## config.mk

```make
export PLATFORM = sky130hd
export DESIGN_NAME = serial_subtractor
export DESIGN_NICKNAME = d
export VERILOG_FILES = /design/src/rtl/serial_subtractor.sv
export SDC_FILE = /design/constraint.sdc
export NUM_CORES = 1
export LEC_CHECK = 0
export BUFFER_PORTS_ARGS = -buffer_cell sky130_fd_sc_hd__buf_2
export CORE_UTILIZATION = 49
export CTS_CLUSTER_SIZE = 25
export DETAILED_ROUTE_END_ITERATION = 16
export PLACE_DENSITY = 0.73
export REMOVE_ABC_BUFFERS = 1
export SLEW_MARGIN = 15
export SYNTH_ARGS = -nofsm -noshare
export SYNTH_HDL_FRONTEND = slang
export SYNTH_SLANG_ARGS = --single-unit
```

## constraint.sdc

```tcl
create_clock -name clk -period 1.4 [get_ports clk]
set_input_delay 0.21 -clock clk [delete_from_list [all_inputs] [get_ports clk]]
set_output_delay 0.21 -clock clk [all_outputs]
set_load 0.01 [all_outputs]
```

## src/rtl/serial_subtractor.sv

```systemverilog
// Bit-serial N-bit subtractor: one full-subtractor cell, LSB first, start/busy/done handshake.
// Optional signed-overflow output enabled by defining SERIAL_SUB_OVF_EN.
module serial_subtractor #(
    parameter int N = 8
) (
    input  logic         clk,
    input  logic         rst_n,
    input  logic         start,
    input  logic [N-1:0] a,
    input  logic [N-1:0] b,
    output logic         busy,
    output logic         done,
    output logic [N-1:0] diff,
    output logic         borrow_out
`ifdef SERIAL_SUB_OVF_EN
    ,
    output logic         ovf
`endif
);

    localparam int CW = (N > 1) ? $clog2(N) : 1;
    localparam logic [CW-1:0] LAST = CW'(N - 1);

    typedef enum logic [1:0] {
        IDLE  = 2'd0,
        SHIFT = 2'd1,
        DONE  = 2'd2
    } state_t;

    state_t        state;
    logic [N-1:0]  sa;
    logic [N-1:0]  sb;
    logic [N-2:0]  r;
    logic          bw;
    logic [CW-1:0] cnt;

    logic          x;
    logic          y;
    logic          d;
    logic          bw_next;
    logic [N-1:0]  r_next;

    // r keeps only the upper N-1 result bits; the bit shifted out on the last step lands directly in diff
    assign x       = sa[0];
    assign y       = sb[0];
    assign d       = x ^ y ^ bw;
    assign bw_next = (~x & y) | (~(x ^ y) & bw);
    assign r_next  = {d, r};

    always_ff @(posedge clk or negedge rst_n) begin
        if (!rst_n) begin
            state      <= IDLE;
            sa         <= '0;
            sb         <= '0;
            r          <= '0;
            bw         <= 1'b0;
            cnt        <= '0;
            busy       <= 1'b0;
            done       <= 1'b0;
            diff       <= '0;
            borrow_out <= 1'b0;
`ifdef SERIAL_SUB_OVF_EN
            ovf        <= 1'b0;
`endif
        end else begin
            case (state)
                IDLE: begin
                    done <= 1'b0;
                    if (start) begin
                        sa    <= a;
                        sb    <= b;
                        r     <= '0;
                        bw    <= 1'b0;
                        cnt   <= '0;
                        busy  <= 1'b1;
                        state <= SHIFT;
                    end
                end
                SHIFT: begin
                    sa <= sa >> 1;
                    sb <= sb >> 1;
                    r  <= r_next[N-1:1];
                    bw <= bw_next;
                    // Results are published on the same edge that enters DONE
                    if (cnt == LAST) begin
                        diff       <= r_next;
                        borrow_out <= bw_next;
`ifdef SERIAL_SUB_OVF_EN
                        ovf        <= bw ^ bw_next;
`endif
                        done       <= 1'b1;
                        state      <= DONE;
                    end else begin
                        cnt <= cnt + CW'(1);
                    end
                end
                DONE: begin
                    done  <= 1'b0;
                    busy  <= 1'b0;
                    state <= IDLE;
                end
                default: begin
                    done  <= 1'b0;
                    busy  <= 1'b0;
                    state <= IDLE;
                end
            endcase
        end
    end

endmodule

```

==> results.sh, run 1 <==
export IMPL_status="finished with violations"
export IMPL_violations="negative setup slack"
export IMPL_ctsHtreeMaxLevel=2
export IMPL_viasPerCell=5.71
export IMPL_drv_slew=0
export IMPL_ys_async_sr_fraction_pct=100
export IMPL_die_area_mm2=0.00381
export IMPL_tns_ns=-0.0542
export IMPL_cts_buffers=5
export IMPL_drive_above_1_share_pct=34.7
export IMPL_place_ws_ns=-0.0866
export IMPL_portBuffers=29
export IMPL_coreArea_mm2=0.00339
export IMPL_post_route_min_period_ns=1.41
export IMPL_max_cap_viol_count=0
export IMPL_final_cells=239
export IMPL_seq_area_frac_synth_pct=57.2
export IMPL_crit_chain="ha_2, ha_4, nand3b_4, buf_12, mux2_4"
export IMPL_min_period_over_period_pct=101
export IMPL_ys_types=23
export IMPL_worst_path_max_fanout=7
export IMPL_p_int_mw=2.95
export IMPL_yosysTopAreaCell="dfrtp_1"
export IMPL_clockBufferDepth=2
export IMPL_critical_path_class="reg2reg"
export IMPL_syn_cell_area_mm2=0.00175
export IMPL_antenna_cells=0
export IMPL_area_growth_pct=22.5
export IMPL_ir_drop_uv=970
export IMPL_grt_usage_pct=21.9
export IMPL_start_util_pct=51.6
export IMPL_antenna_found_initial=0
export IMPL_worst_hold_slack_ns=0.105
export IMPL_syn_inst=152
export IMPL_die_w_um=61.7
export IMPL_gr_total_overflow=0
export IMPL_path_clk_slew_ns=0.11
export IMPL_clock_latency_ns=0.34
export IMPL_arrival_ns=1.65
export IMPL_vias=1364
export IMPL_hp_class="in2reg"
export IMPL_syn_avg_cell_area_um2=11.5
export IMPL_finalSetupViolations=7
export IMPL_cts_root_buffer="clkbuf_4"
export IMPL_ant_nets=0
export IMPL_synth_main_ff_cell="dfrtp_1"
export IMPL_chipHeight_um=61.7
export IMPL_crit_required_ns=1.64
export IMPL_cp_start_kind="flip-flop"
export IMPL_swShare_pct=35.4
export IMPL_crit_path_max_incr_delay_ns=0.41
export IMPL_synth_edff_count=0
export IMPL_cellLeakagePower_nw=1.04
export IMPL_ys_ff_latch=40
export IMPL_cellPowerDensity_mw_per_mm2=2130
export IMPL_utilization_pct=63.2
export IMPL_firstDrtPassIters=4
export IMPL_share_comb_of_total_power_pct=39.0
export IMPL_drtIter0Drc=51
export IMPL_dp_cells=229
export IMPL_avgRoutedWirePerCell_um=15.1
export IMPL_hpwl_mm=2.38
export IMPL_endpoint_kind="flip-flop"
export IMPL_num_rows=21
export IMPL_crit_path_top_delay_cell="dfrtp_1"
export IMPL_final_nets=215
export IMPL_grt_max_degree=41
export IMPL_netlist_area_leader_share_pct=57.2
export IMPL_pwr_share_seq_pct=44.8
export IMPL_switchingPower_mw=1.62
export IMPL_first_global_vias=1335
export IMPL_grt_pass1_wl_mm=5.89
export IMPL_rsz0062_at_grt="true"
export IMPL_fmax_ghz=0.708
export IMPL_ys_warn_count=0
export IMPL_ios=30
export IMPL_drc_errors=0
export IMPL_clkSinkCount=40
export IMPL_yosysMostFrequentCell="dfrtp_1"
export IMPL_yosys_top_cells_area="dfrtp_1 57%, o22ai_1 10%, mux2_4 6.0%"
export IMPL_max_slew_margin_pct=66.0
export IMPL_finalClockSkew_ns=0.00866
export IMPL_gp_congestion=0.709
export IMPL_routed_wirelength_mm=3.62
export IMPL_cts_tree="done"
export IMPL_hold_violations=0
export IMPL_worst_pin_slew_ns=0.510
export IMPL_layout_setup_ws_ns=-0.0129
export IMPL_netlist_top_cells_count="40 x dfrtp_1, 28 x o22ai_1, 17 x a21oi_1, 9 x o21ai_0, 8 x buf_2"
export IMPL_clkPwrFrac_pct=16.2
## power by group through the flow
stage / sequential [mW] / clock, mW / combinational, mW
floorplan: 2.04 / 0 / 1.03
global placement: 2.01 / 0 / 1.61
detailed placement: 2.04 / 0 / 1.70
CTS: 2.04 / 0.767 / 1.76
global route: 2.10 / 0.816 / 1.99
finish: 2.04 / 0.740 / 1.78
## metrics by stage
stage          total power [mW]  instance area, um^2
6_report                   4.56                 2140
2_1_floorplan              3.07                 1680
5_1_grt                    4.90                 2140
4_1_cts                    4.57                 2130
3_5_place_dp               3.75                 2000
3_3_place_gp               3.63                 2000
## cell usage in the layout (no fill, tap or decap), types with 2 or more instances in the layout
| cell | instances |
|---|---|
| buf_12 | 2 |
| ha_2 | 2 |
| nor2_2 | 2 |
| a21oi_1 | 17 |
| inv_1 | 4 |
| dfrtp_1 | 40 |
| mux2_4 | 8 |
| o21ai_1 | 3 |
| nor2_1 | 5 |
| o21ai_0 | 6 |
| nor2b_1 | 2 |
| buf_4 | 11 |
| o22ai_1 | 28 |
| nand2b_1 | 2 |
| clkbuf_4 | 5 |
| a22o_1 | 7 |
| nand2_1 | 7 |
| buf_2 | 29 |
| a22oi_1 | 2 |
## final timing paths
kind / from / to / slack [ns] / cells after the start
setup / recovery: cnt[0] / diff[5] / -0.01 / 5
hold / removal: a[7] / sa[7] / 0.11 / 3
setup reg to reg: cnt[0] / diff[5] / -0.01 / 5
hold reg to reg: borrow_out / borrow_out / 0.51 / 2
max in group asynchronous: rst_n / cnt[2] / 0.61 / 3
min in group asynchronous: rst_n / diff[6] / 0.44 / 3
## sequential cells by signal, indices dropped and copies added, names as in the netlist, 2 cells and up
signal and flops:
cnt 3, diff 8, r 7, sa 8, sb 8, state 2
## repair_timing
item                       4_1_cts  5_1_grt
hold endpoints to repair        40        0
gates cloned                     0        0
hold buffers                     1        0
buffers inserted                 0        1
setup endpoints to repair       19       21
gates resized for setup          8        5
## final cells by class
| type | count | area (um^2) |
|---|---|---|
| multi-input cells | 96 | 701 |
| well taps | 46 | 57.6 |
| flip-flops and latches | 40 | 1000 |
| repair buffers | 44 | 289 |
| inverters | 5 | 18.8 |
| clock inverters | 2 | 35.0 |
| clock buffers | 6 | 41.3 |
| fillers | 285 | 1250 |
## routing by layer
metal / vias up / global-route usage [%] / part of all wire, %
met5: - / 0 / 0
met4: 0 / 7.62 / 1.7
met3: 8 / 7.25 / 4.6
met2: 37 / 35.5 / 49
met1: 672 / 27.7 / 45
li1: 647 / - / -
## critical path: cells and delay by family, from the launching register on
kind	cells	cell delay (ns)
flops	1	0.41
fa+ha+maj	2	0.39
mux	1	0.29
buf+inv	1	0.13
simple gates	1	0.09
## kinds of logic after synthesis
logic type | share of synthesized area (%)
DFF | 57.2
and+or+nand+nor | 5.51
AOI/OAI and AO/OA | 22.2
adders and majority gates | 3.29
muxes | 6.65
buffers and inverters | 5.08
(Power assumes the default switching activity.)
==> run 2: changes to the inputs <==
Settings changed: SETUP_SLACK_MARGIN set to 0.15.
==> results.sh, run 2 (synthesis results as in run 1) <==
export IMPL_drc_errors=0
export IMPL_grt_max_degree=41
export IMPL_ir_drop_uv=1060
export IMPL_crit_path_top_delay_cell="dfrtp_1"
export IMPL_ant_nets=0
export IMPL_max_cap_viol_count=0
export IMPL_status="finished with violations"
export IMPL_cellPowerDensity_mw_per_mm2=2150
export IMPL_gp_congestion=0.709
export IMPL_grt_pass1_wl_mm=5.90
export IMPL_chipHeight_um=61.7
export IMPL_hp_class="in2reg"
export IMPL_gr_total_overflow=0
export IMPL_grtUsageMet1_pct=27.3
export IMPL_total_power_mw=5.08
export IMPL_vias=1439
export IMPL_crit_family="flip-flops"
export IMPL_crit_chain="ha_4, ha_4, nand3b_4, buf_12, mux2_4"
export IMPL_dpl_cell_area_mm2=0.00200
export IMPL_clkSinkCount=40
export IMPL_cts_tree="done"
export IMPL_drv_slew=0
export IMPL_die_area_mm2=0.00381
export IMPL_routed_wirelength_mm=4.11
export IMPL_min_period_over_period_pct=102
export IMPL_path_clk_slew_ns=0.11
export IMPL_worst_path_max_fanout=7
export IMPL_crit_required_ns=1.64
export IMPL_fmax_ghz=0.700
export IMPL_largest_registers="diff: 8 flops, sa: 8 flops, sb: 8 flops"
export IMPL_cpMostUsedCell="ha_4"
export IMPL_clock_latency_ns=0.34
export IMPL_ctsHtreeMaxLevel=2
export IMPL_portBuffers=29
export IMPL_layout_setup_ws_ns=-0.0296
export IMPL_crit_path_max_incr_delay_ns=0.45
export IMPL_layout_commonest_cell="dfrtp_1"
export IMPL_violations="negative setup slack"
export IMPL_hpwl_mm=2.38
export IMPL_hold_violations=0
export IMPL_drive_above_1_share_pct=46.3
export IMPL_busiest_layer="met2"
export IMPL_start_util_pct=51.6
export IMPL_critical_path_class="reg2reg"
export IMPL_antenna_found_initial=0
export IMPL_tns_ns=-0.191
export IMPL_arrival_ns=1.67
export IMPL_area_growth_pct=35.1
export IMPL_coreArea_mm2=0.00339
export IMPL_met3_usage_pct=7.25
export IMPL_post_route_min_period_ns=1.43
export IMPL_grt_usage_pct=22.0
export IMPL_final_nets=225
export IMPL_drtIter0Drc=68
export IMPL_rsz0062_at_grt="true"
export IMPL_cellLeakagePower_nw=1.12
export IMPL_ios=30
export IMPL_die_w_um=61.7
export IMPL_antenna_cells=0
export IMPL_utilization_pct=69.7
export IMPL_final_cell_mix="39 x dfrtp_1, 29 x buf_2, 19 x o22ai_1"
export IMPL_clockBufferDepth=2
export IMPL_cp_start_kind="flip-flop"
export IMPL_cp_num_buf_inv=1
export IMPL_endpoint_kind="flip-flop"
export IMPL_cts_buffers=5
export IMPL_grt_use_met2_pct=36.3
export IMPL_avgRoutedWirePerCell_um=16.5
export IMPL_finalClockSkew_ns=0.00804
export IMPL_worst_pin_slew_ns=0.512
export IMPL_cts_root_buffer="clkbuf_4"
export IMPL_viasPerCell=5.78
export IMPL_firstDrtPassIters=4
export IMPL_final_area_mm2=0.00236
export IMPL_first_global_vias=1332
export IMPL_max_slew_margin_pct=65.9
export IMPL_finalSetupViolations=8
export IMPL_num_rows=21
## run 2: metal layers
metal	up-vias	wire, um
li1	670	-
met1	725	1750
met2	42	2140
met3	2	197
met4	0	19
met5	-	0
## run 2: tightest hold or removal path, delay by kind of cell
| family | cells | cell delay [ns] |
|---|---|---|
| AO/OA/AOI/OAI | 1 | 0.06 |
| AND/OR/NAND/NOR | 1 | 0.04 |
| buffers and inverters | 1 | 0.09 |
## run 2: metrics by stage
step	worst slack, ns	hold WS (ns)	instances
3_5_place_dp	-0.0866	0.296	229
5_1_grt	-0.0589	0.103	249
6_report	-0.0296	0.107	249
2_1_floorplan	-0.143	-0.0856	141
3_3_place_gp	-0.0533	0.289	229
4_1_cts	-0.0132	0.0953	239
## run 2: repair_timing
action	in CTS	in global routing
buffers inserted	1	9
pin swaps	3	4
hold buffers	1	0
endpoints found under the setup margin	35	37
resized for setup	16	27
endpoints found under the hold margin	40	0
cloned	0	1
## run 2: final timing paths
| kind | cells after the start | endpoint | slack, ns | startpoint |
|---|---|---|---|---|
| max | 5 | diff[5] | -0.03 | cnt[0] |
| min | 3 | sa[7] | 0.11 | a[7] |
| max reg2reg | 5 | diff[5] | -0.03 | cnt[0] |
| min reg2reg | 2 | busy | 0.51 | busy |
| max in group asynchronous | 3 | state[1] | 0.58 | rst_n |
| min in group asynchronous | 3 | diff[6] | 0.45 | rst_n |
## run 2: cell type report
type | count | area (um^2)
clock buffers | 6 | 41.3
well taps | 46 | 57.6
flip-flops and latches | 40 | 1000
clock inverters | 2 | 35.0
repair buffers | 54 | 387
inverters | 5 | 22.5
fillers | 256 | 1030
multi-input cells | 96 | 817
## run 2: where the power goes
group	leakage (nW)	internal [mW]	switching, mW	total (mW)
logic	0.581	1.20	1.02	2.22
clock network	0.0422	0.374	0.366	0.741
registers	0.493	1.66	0.460	2.12
==> run 3: changes to the inputs <==
Settings changed: SKIP_LAST_GASP set to 1.
==> results.sh, run 3 (synthesis results as in run 1) <==
export IMPL_status="finished with violations"
export IMPL_violations="negative setup slack"
export IMPL_total_power_mw=5.05
export IMPL_r2r_start="cnt[0]"
export IMPL_antenna_cells=0
export IMPL_cp_num_buf_inv=1
export IMPL_ant_nets=0
export IMPL_cellLeakagePower_nw=1.11
export IMPL_hold_start="a[7]"
export IMPL_min_period_over_period_pct=102
export IMPL_clockBufferDepth=2
export IMPL_max_cap_viol_count=0
export IMPL_die_w_um=61.7
export IMPL_final_cells=249
export IMPL_worst_path_max_fanout=7
export IMPL_utilization_pct=69.4
export IMPL_crit_chain="ha_4, ha_4, nand3b_4, buf_12, mux2_4"
export IMPL_cp_start_kind="flip-flop"
export IMPL_cts_tree="done"
export IMPL_final_cell_mix="39 x dfrtp_1, 29 x buf_2, 20 x o22ai_1"
export IMPL_clock_latency_ns=0.35
export IMPL_crit_required_ns=1.64
export IMPL_first_global_vias=1336
export IMPL_ios=30
export IMPL_viasPerCell=5.73
export IMPL_dp_cells=229
export IMPL_arrival_ns=1.67
export IMPL_drtIter0Drc=44
export IMPL_dpl_cell_area_mm2=0.00200
export IMPL_vias=1426
export IMPL_num_rows=21
export IMPL_rsz0062_at_grt="true"
export IMPL_endpoint_kind="flip-flop"
export IMPL_chipHeight_um=61.7
export IMPL_final_nets=225
export IMPL_portBuffers=29
export IMPL_drc_errors=0
export IMPL_critical_path_class="reg2reg"
export IMPL_worst_hold_slack_ns=0.103
export IMPL_cts_buffers=5
export IMPL_path_clk_slew_ns=0.11
export IMPL_fmax_ghz=0.699
export IMPL_die_area_mm2=0.00381
export IMPL_post_route_min_period_ns=1.43
export IMPL_fillers=259
export IMPL_area_growth_pct=34.4
export IMPL_crit_family="flip-flops"
export IMPL_finalSetupViolations=8
export IMPL_cts_root_buffer="clkbuf_4"
export IMPL_drive_above_1_share_pct=45.3
export IMPL_cellPowerDensity_mw_per_mm2=2150
export IMPL_hold_violations=0
export IMPL_gp_congestion=0.709
export IMPL_coreArea_mm2=0.00339
export IMPL_largest_registers="diff: 8 flops, sa: 8 flops, sb: 8 flops"
export IMPL_finalClockSkew_ns=0.00822
export IMPL_ctsHtreeMaxLevel=2
export IMPL_grt_max_degree=41
export IMPL_drv_slew=0
export IMPL_crit_path_top_delay_cell="dfrtp_1"
export IMPL_routed_wirelength_mm=4.14
export IMPL_clkSinkCount=40
export IMPL_crit_path_max_incr_delay_ns=0.45
export IMPL_ir_drop_uv=1110
export IMPL_grt_usage_pct=22.0
export IMPL_cpMostUsedCell="ha_4"
export IMPL_antenna_found_initial=0
export IMPL_startpoint="cnt[0]"
export IMPL_avgRoutedWirePerCell_um=16.6
export IMPL_max_slew_margin_pct=65.9
export IMPL_firstDrtPassIters=4
export IMPL_hpwl_mm=2.38
export IMPL_layout_setup_ws_ns=-0.0305
export IMPL_start_util_pct=51.6
export IMPL_final_area_mm2=0.00235
export IMPL_layout_commonest_cell="dfrtp_1"
export IMPL_gr_total_overflow=0
export IMPL_grt_pass1_wl_mm=5.91
export IMPL_worst_pin_slew_ns=0.511
export IMPL_hp_class="in2reg"
-- run 3: cell count changes in the layout (fill, tap and decap cells not counted) --
cell	change
o22ai_2	-1
a22oi_2	-1
a22oi_1	+1
o22ai_1	+1
-- run 3: layout make-up --
class                           instances  area (um^2)  share of cell area [%]
Sequential cell                        40         1000                    42.6
Clock inverter                          2         35.0                    1.49
Multi-Input combinational cell         96          806                    34.3
Tap cell                               46         57.6                    2.45
Clock buffer                            6         41.3                    1.76
Inverter                                5         22.5                   0.958
Timing Repair Buffer                   54          387                    16.4
-- run 3: power breakdown --
| part | internal (mW) | leakage [nW] | switching, mW | total, mW |
|---|---|---|---|---|
| clock network | 0.374 | 0.0422 | 0.370 | 0.744 |
| logic | 1.18 | 0.579 | 1.01 | 2.19 |
| registers | 1.66 | 0.493 | 0.461 | 2.12 |
| total | 3.21 | 1.11 | 1.84 | 5.05 |
-- run 3: worst register-to-register path, cell delays in order (launching register included) --
cell,delay (ns)
dfrtp_1,0.45
ha_4,0.20
ha_4,0.17
nand3b_4,0.09
buf_12,0.13
mux2_4,0.29
-- run 3: what timing repair did --
item	in CTS	in global routing
setup buffers	1	9
resized for setup	15	26
setup endpoints to repair	35	37
hold buffers	1	0
hold endpoints to repair	40	0
cloned	0	1
pin swaps	2	6
-- run 3: routing by layer --
| layer | up-vias | GRT usage, % | share of wire (%) | routed length, um |
|---|---|---|---|---|
| li1 | 665 | - | - | - |
| met1 | 712 | 27.5 | 42 | 1740 |
| met2 | 47 | 36.3 | 53 | 2180 |
| met3 | 2 | 7.25 | 4.8 | 198 |
| met4 | 0 | 7.62 | 0.46 | 19 |
| met5 | - | 0 | 0 | 0 |
-- run 3: path summary, 6_finish.rpt --
path / end / slack [ns] / depth (start not counted)
setup / recovery: diff[5] / -0.03 / 5
hold / removal: sa[7] / 0.10 / 3
setup reg to reg: diff[5] / -0.03 / 5
hold reg to reg: busy / 0.51 / 2
max in group asynchronous: state[1] / 0.58 / 3
min in group asynchronous: diff[6] / 0.44 / 3
-- run 3: stage by stage --
stage                     setup WS [ns]  TNS (ns)
after floorplan                  -0.143    -0.851
final                           -0.0305    -0.198
after global placement          -0.0533    -0.210
after detailed placement        -0.0866    -0.594
after CTS                       -0.0132   -0.0301
after global routing            -0.0589    -0.442
